## src/rtl/remote_cmd_sched.sv

```systemverilog
// Round-robin scheduler for two requesters sharing one RemoteComm link.
// One command in flight; resends on NAK or response timeout.
module remote_cmd_sched #(
  parameter int unsigned TIMEOUT_CYC = 10000000,
  parameter int unsigned MAX_RETRY   = 2,
  parameter logic [7:0]  POS_ACK     = 8'hA5
) (
  input  logic        clk,
  input  logic        rst_n,
  input  logic [1:0]  req,
  input  logic [7:0]  cmd0,
  input  logic [15:0] data0,
  input  logic [7:0]  cmd1,
  input  logic [15:0] data1,
  output logic [1:0]  gnt,
  output logic [1:0]  done,
  output logic [1:0]  status,
  output logic        busy,
  output logic [7:0]  cmd,
  output logic [15:0] data,
  output logic        send_cmd,
  input  logic        cmd_sent,
  input  logic        resp_rdy,
  input  logic [7:0]  resp,
  output logic        clr_resp_rdy
);

  localparam int TW =
    (TIMEOUT_CYC > 1) ? $clog2(TIMEOUT_CYC) : 1;
  localparam int RW =
    (MAX_RETRY > 0) ? $clog2(MAX_RETRY + 1) : 1;
  localparam logic [TW-1:0] T_LAST =
    TW'(TIMEOUT_CYC - 1);
  localparam logic [RW-1:0] R_MAX = RW'(MAX_RETRY);

  localparam logic [1:0] ST_OK  = 2'b00;
  localparam logic [1:0] ST_NAK = 2'b01;
  localparam logic [1:0] ST_TMO = 2'b10;

  typedef enum logic [2:0] {
    IDLE,
    SEND,
    WAIT_SENT,
    WAIT_RESP,
    FINISH
  } state_e;

  state_e        state_q, state_d;
  logic          win_q, win_d;
  logic          rr_q, rr_d;
  logic [RW-1:0] retry_q, retry_d;
  logic [TW-1:0] timer_q, timer_d;
  logic [7:0]    cmd_q, cmd_d;
  logic [15:0]   data_q, data_d;
  logic [1:0]    status_q, status_d;
  logic          pick;

  // Lone requester wins outright; on contention rr decides.
  assign pick = req[1] & (~req[0] | rr_q);

  always_ff @(posedge clk or negedge rst_n) begin
    if (!rst_n) begin
      state_q  <= IDLE;
      win_q    <= 1'b0;
      rr_q     <= 1'b0;
      retry_q  <= '0;
      timer_q  <= '0;
      cmd_q    <= 8'h00;
      data_q   <= 16'h0000;
      status_q <= ST_OK;
    end else begin
      state_q  <= state_d;
      win_q    <= win_d;
      rr_q     <= rr_d;
      retry_q  <= retry_d;
      timer_q  <= timer_d;
      cmd_q    <= cmd_d;
      data_q   <= data_d;
      status_q <= status_d;
    end
  end

  always_comb begin
    state_d      = state_q;
    win_d        = win_q;
    rr_d         = rr_q;
    retry_d      = retry_q;
    timer_d      = timer_q;
    cmd_d        = cmd_q;
    data_d       = data_q;
    status_d     = status_q;
    gnt          = 2'b00;
    done         = 2'b00;
    send_cmd     = 1'b0;
    clr_resp_rdy = 1'b0;
    unique case (state_q)
      IDLE: begin
        if (req != 2'b00) begin
          win_d   = pick;
          rr_d    = ~pick;
          cmd_d   = pick ? cmd1 : cmd0;
          data_d  = pick ? data1 : data0;
          retry_d = '0;
          state_d = SEND;
        end
      end
      SEND: begin
        send_cmd     = 1'b1;
        clr_resp_rdy = 1'b1;
        if (retry_q == '0) begin
          gnt = win_q ? 2'b10 : 2'b01;
        end
        state_d = WAIT_SENT;
      end
      WAIT_SENT: begin
        if (cmd_sent) begin
          timer_d = '0;
          state_d = WAIT_RESP;
        end
      end
      WAIT_RESP: begin
        timer_d = timer_q + TW'(1);
        if (resp_rdy) begin
          clr_resp_rdy = 1'b1;
          timer_d      = '0;
          if (resp == POS_ACK) begin
            status_d = ST_OK;
            state_d  = FINISH;
          end else if (retry_q < R_MAX) begin
            retry_d = retry_q + RW'(1);
            state_d = SEND;
          end else begin
            status_d = ST_NAK;
            state_d  = FINISH;
          end
        end else if (timer_q == T_LAST) begin
          timer_d = '0;
          if (retry_q < R_MAX) begin
            retry_d = retry_q + RW'(1);
            state_d = SEND;
          end else begin
            status_d = ST_TMO;
            state_d  = FINISH;
          end
        end
      end
      FINISH: begin
        done    = win_q ? 2'b10 : 2'b01;
        state_d = IDLE;
      end
      default: begin
        state_d = IDLE;
      end
    endcase
  end

  assign busy   = (state_q != IDLE);
  assign cmd    = cmd_q;
  assign data   = data_q;
  assign status = status_q;

endmodule

```

## config.mk

```make
export PLATFORM = sky130hd
export DESIGN_NAME = remote_cmd_sched
export DESIGN_NICKNAME = d
export VERILOG_FILES = /design/src/rtl/remote_cmd_sched.sv
export SDC_FILE = /design/constraint.sdc
export NUM_CORES = 1
export LEC_CHECK = 0
export CORE_MARGIN = 4
export CORE_UTILIZATION = 45
export DETAILED_ROUTE_END_ITERATION = 7
export PLACE_DENSITY = 0.79
export SETUP_SLACK_MARGIN = 0.3
export SYNTH_ARGS = -nofsm -noshare
export SYNTH_HDL_FRONTEND = slang
export SYNTH_SLANG_ARGS = --single-unit
```

## constraint.sdc

```tcl
create_clock -name clk -period 2.7 [get_ports clk]
set_input_delay 0.405 -clock clk [delete_from_list [all_inputs] [get_ports clk]]
set_output_delay 0.405 -clock clk [all_outputs]
set_load 0.05 [all_outputs]
```

==> impl_metrics.tcl, run 1 <==
set metrics [dict create \
    synth_edf_count 0 \
    synth_area_mm2 0.00288 \
    layout_commonest_cell "clkdlybuf4s50_1" \
    core_area_mm2 0.00606 \
    clock_path_buffers 2 \
    viasPerCell 5.89 \
    ys_seq_area_share_pct 49.6 \
    crit_path_max_incr_delay_ns 0.57 \
    rows 28 \
    worstSkewPairLatency_ns 0.34 \
    start_util_pct 47.5 \
    num_antenna_cells 0 \
    worst-path-max-fanout 27 \
    clock_sinks 57 \
    setup_violations 0 \
    ys_types 50 \
    end_kind "flip-flop" \
    cts_root_buffer "clkbuf_8" \
    numCtsBuffers 9 \
    wl_per_cell_um 17.5 \
    final_util_pct 68.0 \
    dp_hpwl_um 5840 \
    die_y_um 88.0 \
    crit_path_top_delay_cell "or4b_4" \
    fmax_ghz 0.439 \
    hold_viol 0 \
    drcViolationCount 0 \
    syn_nets 360 \
    period_share_pct 84.4 \
    worst_pin_slew_ns 1.18 \
    required_ns 2.92 \
    die_area_mm2 0.00774 \
    p_leak_nw 1.86 \
    drtIter0Drc 224 \
    io_buffers 94 \
    hold_buffers 0 \
    die_x_um 88.0 \
    cp.arrival_ns 2.50 \
    slew_headroom_pct 21.3 \
    cts_tree "yes" \
    cts_max_level 3 \
    drv_cap 0 \
    gp_congestion 0.878 \
    syn_inst 296 \
    status "finished, final reports clean" \
    grt_max_degree 34 \
    num-nets-final 458 \
    fin_skew_ns 0.00949 \
    path_class "flip-flop to flip-flop" \
    start_kind "flip-flop" \
    hold_path.class "primary input to async pin" \
    syn_to_final_growth_pct 43.2 \
    antenna_found_initial 0 \
    io_pins 95 \
    layout_common_cells "clkdlybuf4s50_1 (86), dfrtp_1 (57), inv_1 (32)" \
    grt_usage_pct 22.1 \
    power_density_mw_per_mm2 1030 \
    async_flop_share_pct 100 \
    via_count 2790 \
    grt_pass1_wl_um 13200 \
    synth_flop_cell "dfrtp_1" \
    min_period_ns 2.28 \
    path_clk_slew_ns 0.07 \
    ys_ff_latch 57 \
    final_layout_size_suffix_gt1_share_pct 9.27 \
    whs_ns 0.0605 \
    grt.overflow.total 0 \
    drtPass1Iterations 5 \
    wl_um 8310 \
    ys_warn_count 0 \
    ir_drop_mv 0.711 \
    tns_ns 0 \
    drt.antenna.violating_nets 0 \
    rsz0062_at_grt "false" \
    path_cells "or4b_4, nor4_4, a21oi_2, buf_4, and3_1, a221o_1" \
    grt_pass1_vias 2639 \
    avgSynthCellArea_um2 9.72 \
    drv_slew 0 \
]
[cell usage after synthesis (4+ instances only)]
library cell  number  area [um2]
o21ai_0           11        55.1
a31oi_1           16         100
a21o_1             4        30.0
a222oi_1          24         240
buf_2              4        20.0
nand4_1            7        43.8
nand3_1           10        50.1
nand2_1           30         113
inv_1             32         120
a21oi_1           14        70.1
dfrtp_1           57        1430
nor3_1             8        40.0
a41oi_1            4        35.0
nor2_1            16        60.1
clkbuf_1          11        41.3
[final timing paths]
| check | start | endpoint | slack [ns] | cells after the start |
|---|---|---|---|---|
| setup / recovery | timer_q[21] | timer_q[15] | 0.42 | 6 |
| hold / removal | rst_n | data[11] | 0.06 | 1 |
| setup reg to reg | timer_q[21] | timer_q[15] | 0.42 | 6 |
| hold reg to reg | state_q[2] | state_q[0] | 0.49 | 1 |
| max in group asynchronous | rst_n | status[0] | 2.04 | 2 |
| min in group clk | state_q[2] | state_q[0] | 0.49 | 1 |
[power by group]
| group | switching [mW] | internal [mW] |
|---|---|---|
| clock network | 0.327 | 0.449 |
| registers | 0.192 | 1.10 |
| logic | 1.42 | 0.757 |
[cell type report]
cell class,count,area (um2)
Multi-Input combinational cell,191,1290
Inverter,32,120
Fill cell,455,1940
Clock inverter,3,40.0
Clock buffer,13,149
Timing Repair Buffer,103,1010
Sequential cell,57,1430
Tap cell,75,93.8
[worst max-delay path: cells and delay by family, from the launching register on]
kind,cells,cell delay [ns]
buf+inv,1,0.23
flops,1,0.42
compound gates,2,0.36
simple gates,3,1.16
[state kept, by name (all words and copies together) (netlist names)]
signal / flops
rr_q: 1
timer_q: 24
cmd: 8
win_q: 1
status: 2
retry_q: 2
state_q: 3
data: 16
[through the flow]
| step | cells | power, mW | setup slack, ns | cell area (um2) |
|---|---|---|---|---|
| 2_1_floorplan | 296 | 2.75 | 0.439 | 2890 |
| 3_3_place_gp | 456 | 3.45 | 0.500 | 3920 |
| 3_5_place_dp | 456 | 3.51 | 0.431 | 3920 |
| 4_1_cts | 472 | 4.27 | 0.430 | 4100 |
| 5_1_grt | 474 | 4.49 | 0.343 | 4120 |
| 6_report | 474 | 4.24 | 0.422 | 4120 |
[kinds of logic after synthesis]
group / synth area share, %
XOR/XNOR: 0.304
buffers and inverters: 6.70
flip-flops: 49.6
adder cells (fa/ha/maj): 0.869
AO/OA/AOI/OAI: 23.2
AND/OR/NAND/NOR: 19.0
multiplexers: 0.348
[metal layers]
metal / global-route usage (%) / up-vias / part of all wire (%)
li1: - / 1326 / -
met1: 28.2 / 1332 / 43
met2: 36.6 / 119 / 47
met3: 6.21 / 13 / 8.8
met4: 6.97 / 0 / 1.3
met5: 0 / - / 0
[repair_timing]
| action | 4_1_cts | 5_1_grt |
|---|---|---|
| resized for setup | 6 | 1 |
| setup buffers | 0 | 2 |
| endpoints found under the setup margin | 6 | 2 |
| hold endpoints to repair | 0 | 0 |
Power figures use the tool's default switching activity.
==> run 2, diff against run 1 <==
==> constraint.sdc (replaced) <==
create_clock -name clk -period 2.25 [get_ports clk]
set_input_delay 0.3375 -clock clk [delete_from_list [all_inputs] [get_ports clk]]
set_output_delay 0.3375 -clock clk [all_outputs]
set_load 0.05 [all_outputs]
==> run 2 against run 1 <==
Compared with the run above: sequential power rose by 17%; total power rose by 30%; cell area rose by 12%; routed wire length rose by 13%; flip-flop and latch count did not move; die area did not move; sequential share of layout area fell by 3.6 points; cell count rose by 5.9%; critical path depth did not move; critical endpoint unchanged; largest power group unchanged.
==> impl_metrics.tcl, run 2 (same netlist as run 1, synthesis figures left out) <==
set metrics [dict create \
    cp.arrival_ns 2.27 \
    crit_path_top_delay_cell "or4b_4" \
    crit_cells 6 \
    worst-path-max-fanout 6 \
    die_y_um 88.0 \
    swShare_pct 45.0 \
    grt_pass1_vias 2875 \
    grt.overflow.total 0 \
    drtPass1Iterations 8 \
    grt_max_degree 58 \
    p_int_mw 3.03 \
    n_fill_cell 404 \
    period_share_pct 91.5 \
    path_class "flip-flop to flip-flop" \
    multi_input_area_mm2 0.00146 \
    drt.antenna.violating_nets 0 \
    path_cells "or4b_4, nor4_4, a21oi_4, buf_12, and3_4, a221o_1" \
    viasPerCell 5.98 \
    layout_commonest_cell "clkdlybuf4s50_1" \
    cts_max_level 3 \
    hold_viol 0 \
    setup_violations 0 \
    grt_usage_pct 23.3 \
    io_pins 95 \
    instances_no_fill 502 \
    via_count 3001 \
    die_area_mm2 0.00774 \
    hold_path.class "flip-flop to flip-flop" \
    worst_pin_slew_ns 1.18 \
    power_density_mw_per_mm2 1190 \
    clock_sinks 57 \
    p_seq_share_pct 27.4 \
    reg2reg_depth 6 \
    gp_congestion 0.843 \
    drtIter0Drc 270 \
    grt_most_used_layer "met2" \
    layout_common_cells "clkdlybuf4s50_1 (86), dfrtp_1 (53), buf_4 (34)" \
    grt_pass1_wl_um 14000 \
    cts_tree "yes" \
    slew_headroom_pct 21.1 \
    final_layout_size_suffix_gt1_share_pct 23.7 \
    io_buffers 94 \
    use_met2_pct 38.4 \
    num-nets-final 486 \
    pwr-share-comb_pct 55.6 \
    syn_to_final_growth_pct 60.2 \
    p_leak_nw 2.04 \
    grt_use_met1_pct 29.7 \
    path_clk_slew_ns 0.07 \
    holdPathStages 2 \
    end_kind "flip-flop" \
    core_area_mm2 0.00606 \
    die_x_um 88.0 \
    cp_num_buf_inv 1 \
    p_sw_mw 2.48 \
    clkPwrFrac_pct 17.0 \
    ir_drop_mv 0.871 \
    dp.cells 463 \
    tns_ns 0 \
    drv_slew 0 \
    largest-register "timer_q" \
    rsz0062_at_grt "true" \
    regArea_mm2 0.00143 \
    status "finished, final reports clean" \
    start_kind "flip-flop" \
    critPathTopFamily "simple AND/OR/NAND/NOR gates" \
    num_antenna_cells 0 \
    wl_um 9430 \
    largest_register_ff_count 24 \
    fmax_ghz 0.486 \
    start_util_pct 47.5 \
    drv_cap 0 \
    grtUsageMet3_pct 6.21 \
    crit_path_max_incr_delay_ns 0.54 \
    cts_root_buffer "clkbuf_8" \
    fin_skew_ns 0.0101 \
    rows 28 \
    worstSkewPairLatency_ns 0.34 \
    dp_hpwl_um 5940 \
    drcViolationCount 0 \
    wl_per_cell_um 18.8 \
    clock_path_buffers 2 \
    antenna_found_initial 0 \
    numCtsBuffers 9 \
    min_period_ns 2.06 \
    required_ns 2.46 \
]
[run 2: per-stage QoR]
stage	power [mW]	util (%)	setup slack [ns]	hold slack [ns]	area, um2
2_1_floorplan	3.32	-	0.296	0.0419	2920
3_3_place_gp	4.26	66.6	0.105	0.373	4040
3_5_place_dp	4.33	66.6	0.0753	0.364	4040
4_1_cts	5.44	73.0	0.140	0.491	4420
5_1_grt	5.80	76.1	0.141	0.518	4610
6_report	5.51	76.1	0.191	0.489	4610
[run 2: layer usage]
layer | wire [um] | share of wire (%) | up-vias
met3 | 843 | 8.9 | 25
met2 | 4630 | 49 | 136
met5 | 0 | 0 | -
met4 | 199 | 2.1 | 0
li1 | - | - | 1379
met1 | 3760 | 40 | 1461
[run 2: final cells by class]
type | count | share of cell area (%)
flip-flops and latches | 57 | 31.0
inverters | 32 | 2.61
well taps | 75 | 2.04
clock buffers | 13 | 3.23
repair buffers | 131 | 28.6
multi-input cells | 191 | 31.6
clock inverters | 3 | 0.868
[run 2: final timing paths]
| kind | from | end | slack (ns) |
|---|---|---|---|
| hold reg to reg | data[8] | data[8] | 0.49 |
| min in group asynchronous | rst_n | cmd[4] | 0.55 |
| max in group asynchronous | rst_n | timer_q[5] | 1.42 |
| setup / recovery | timer_q[18] | timer_q[15] | 0.19 |
| setup reg to reg | timer_q[18] | timer_q[15] | 0.19 |
| hold / removal | data[8] | data[8] | 0.49 |
[run 2: timing repair]
item | 4_1_cts | 5_1_grt
setup endpoints to repair | 24 | 49
hold endpoints to repair | 5 | 0
hold buffers | 1 | 0
setup buffers | 10 | 10
cloned | 2 | 0
gates resized for setup | 12 | 27
pin swaps | 8 | 6
[run 2: tightest hold or removal path, stage by stage, from the launching register on]
cell and delay, ns:
dfrtp_1 0.34, a222oi_1 0.06, inv_1 0.05
[run 2: power by group through the flow]
stage               combinational (mW)  clock [mW]  sequential, mW
global route                      3.26       0.998            1.55
floorplan                         1.08           0            2.25
finish                            3.06       0.938            1.51
global placement                  2.75           0            1.50
CTS                               2.98       0.956            1.50
detailed placement                2.80           0            1.53
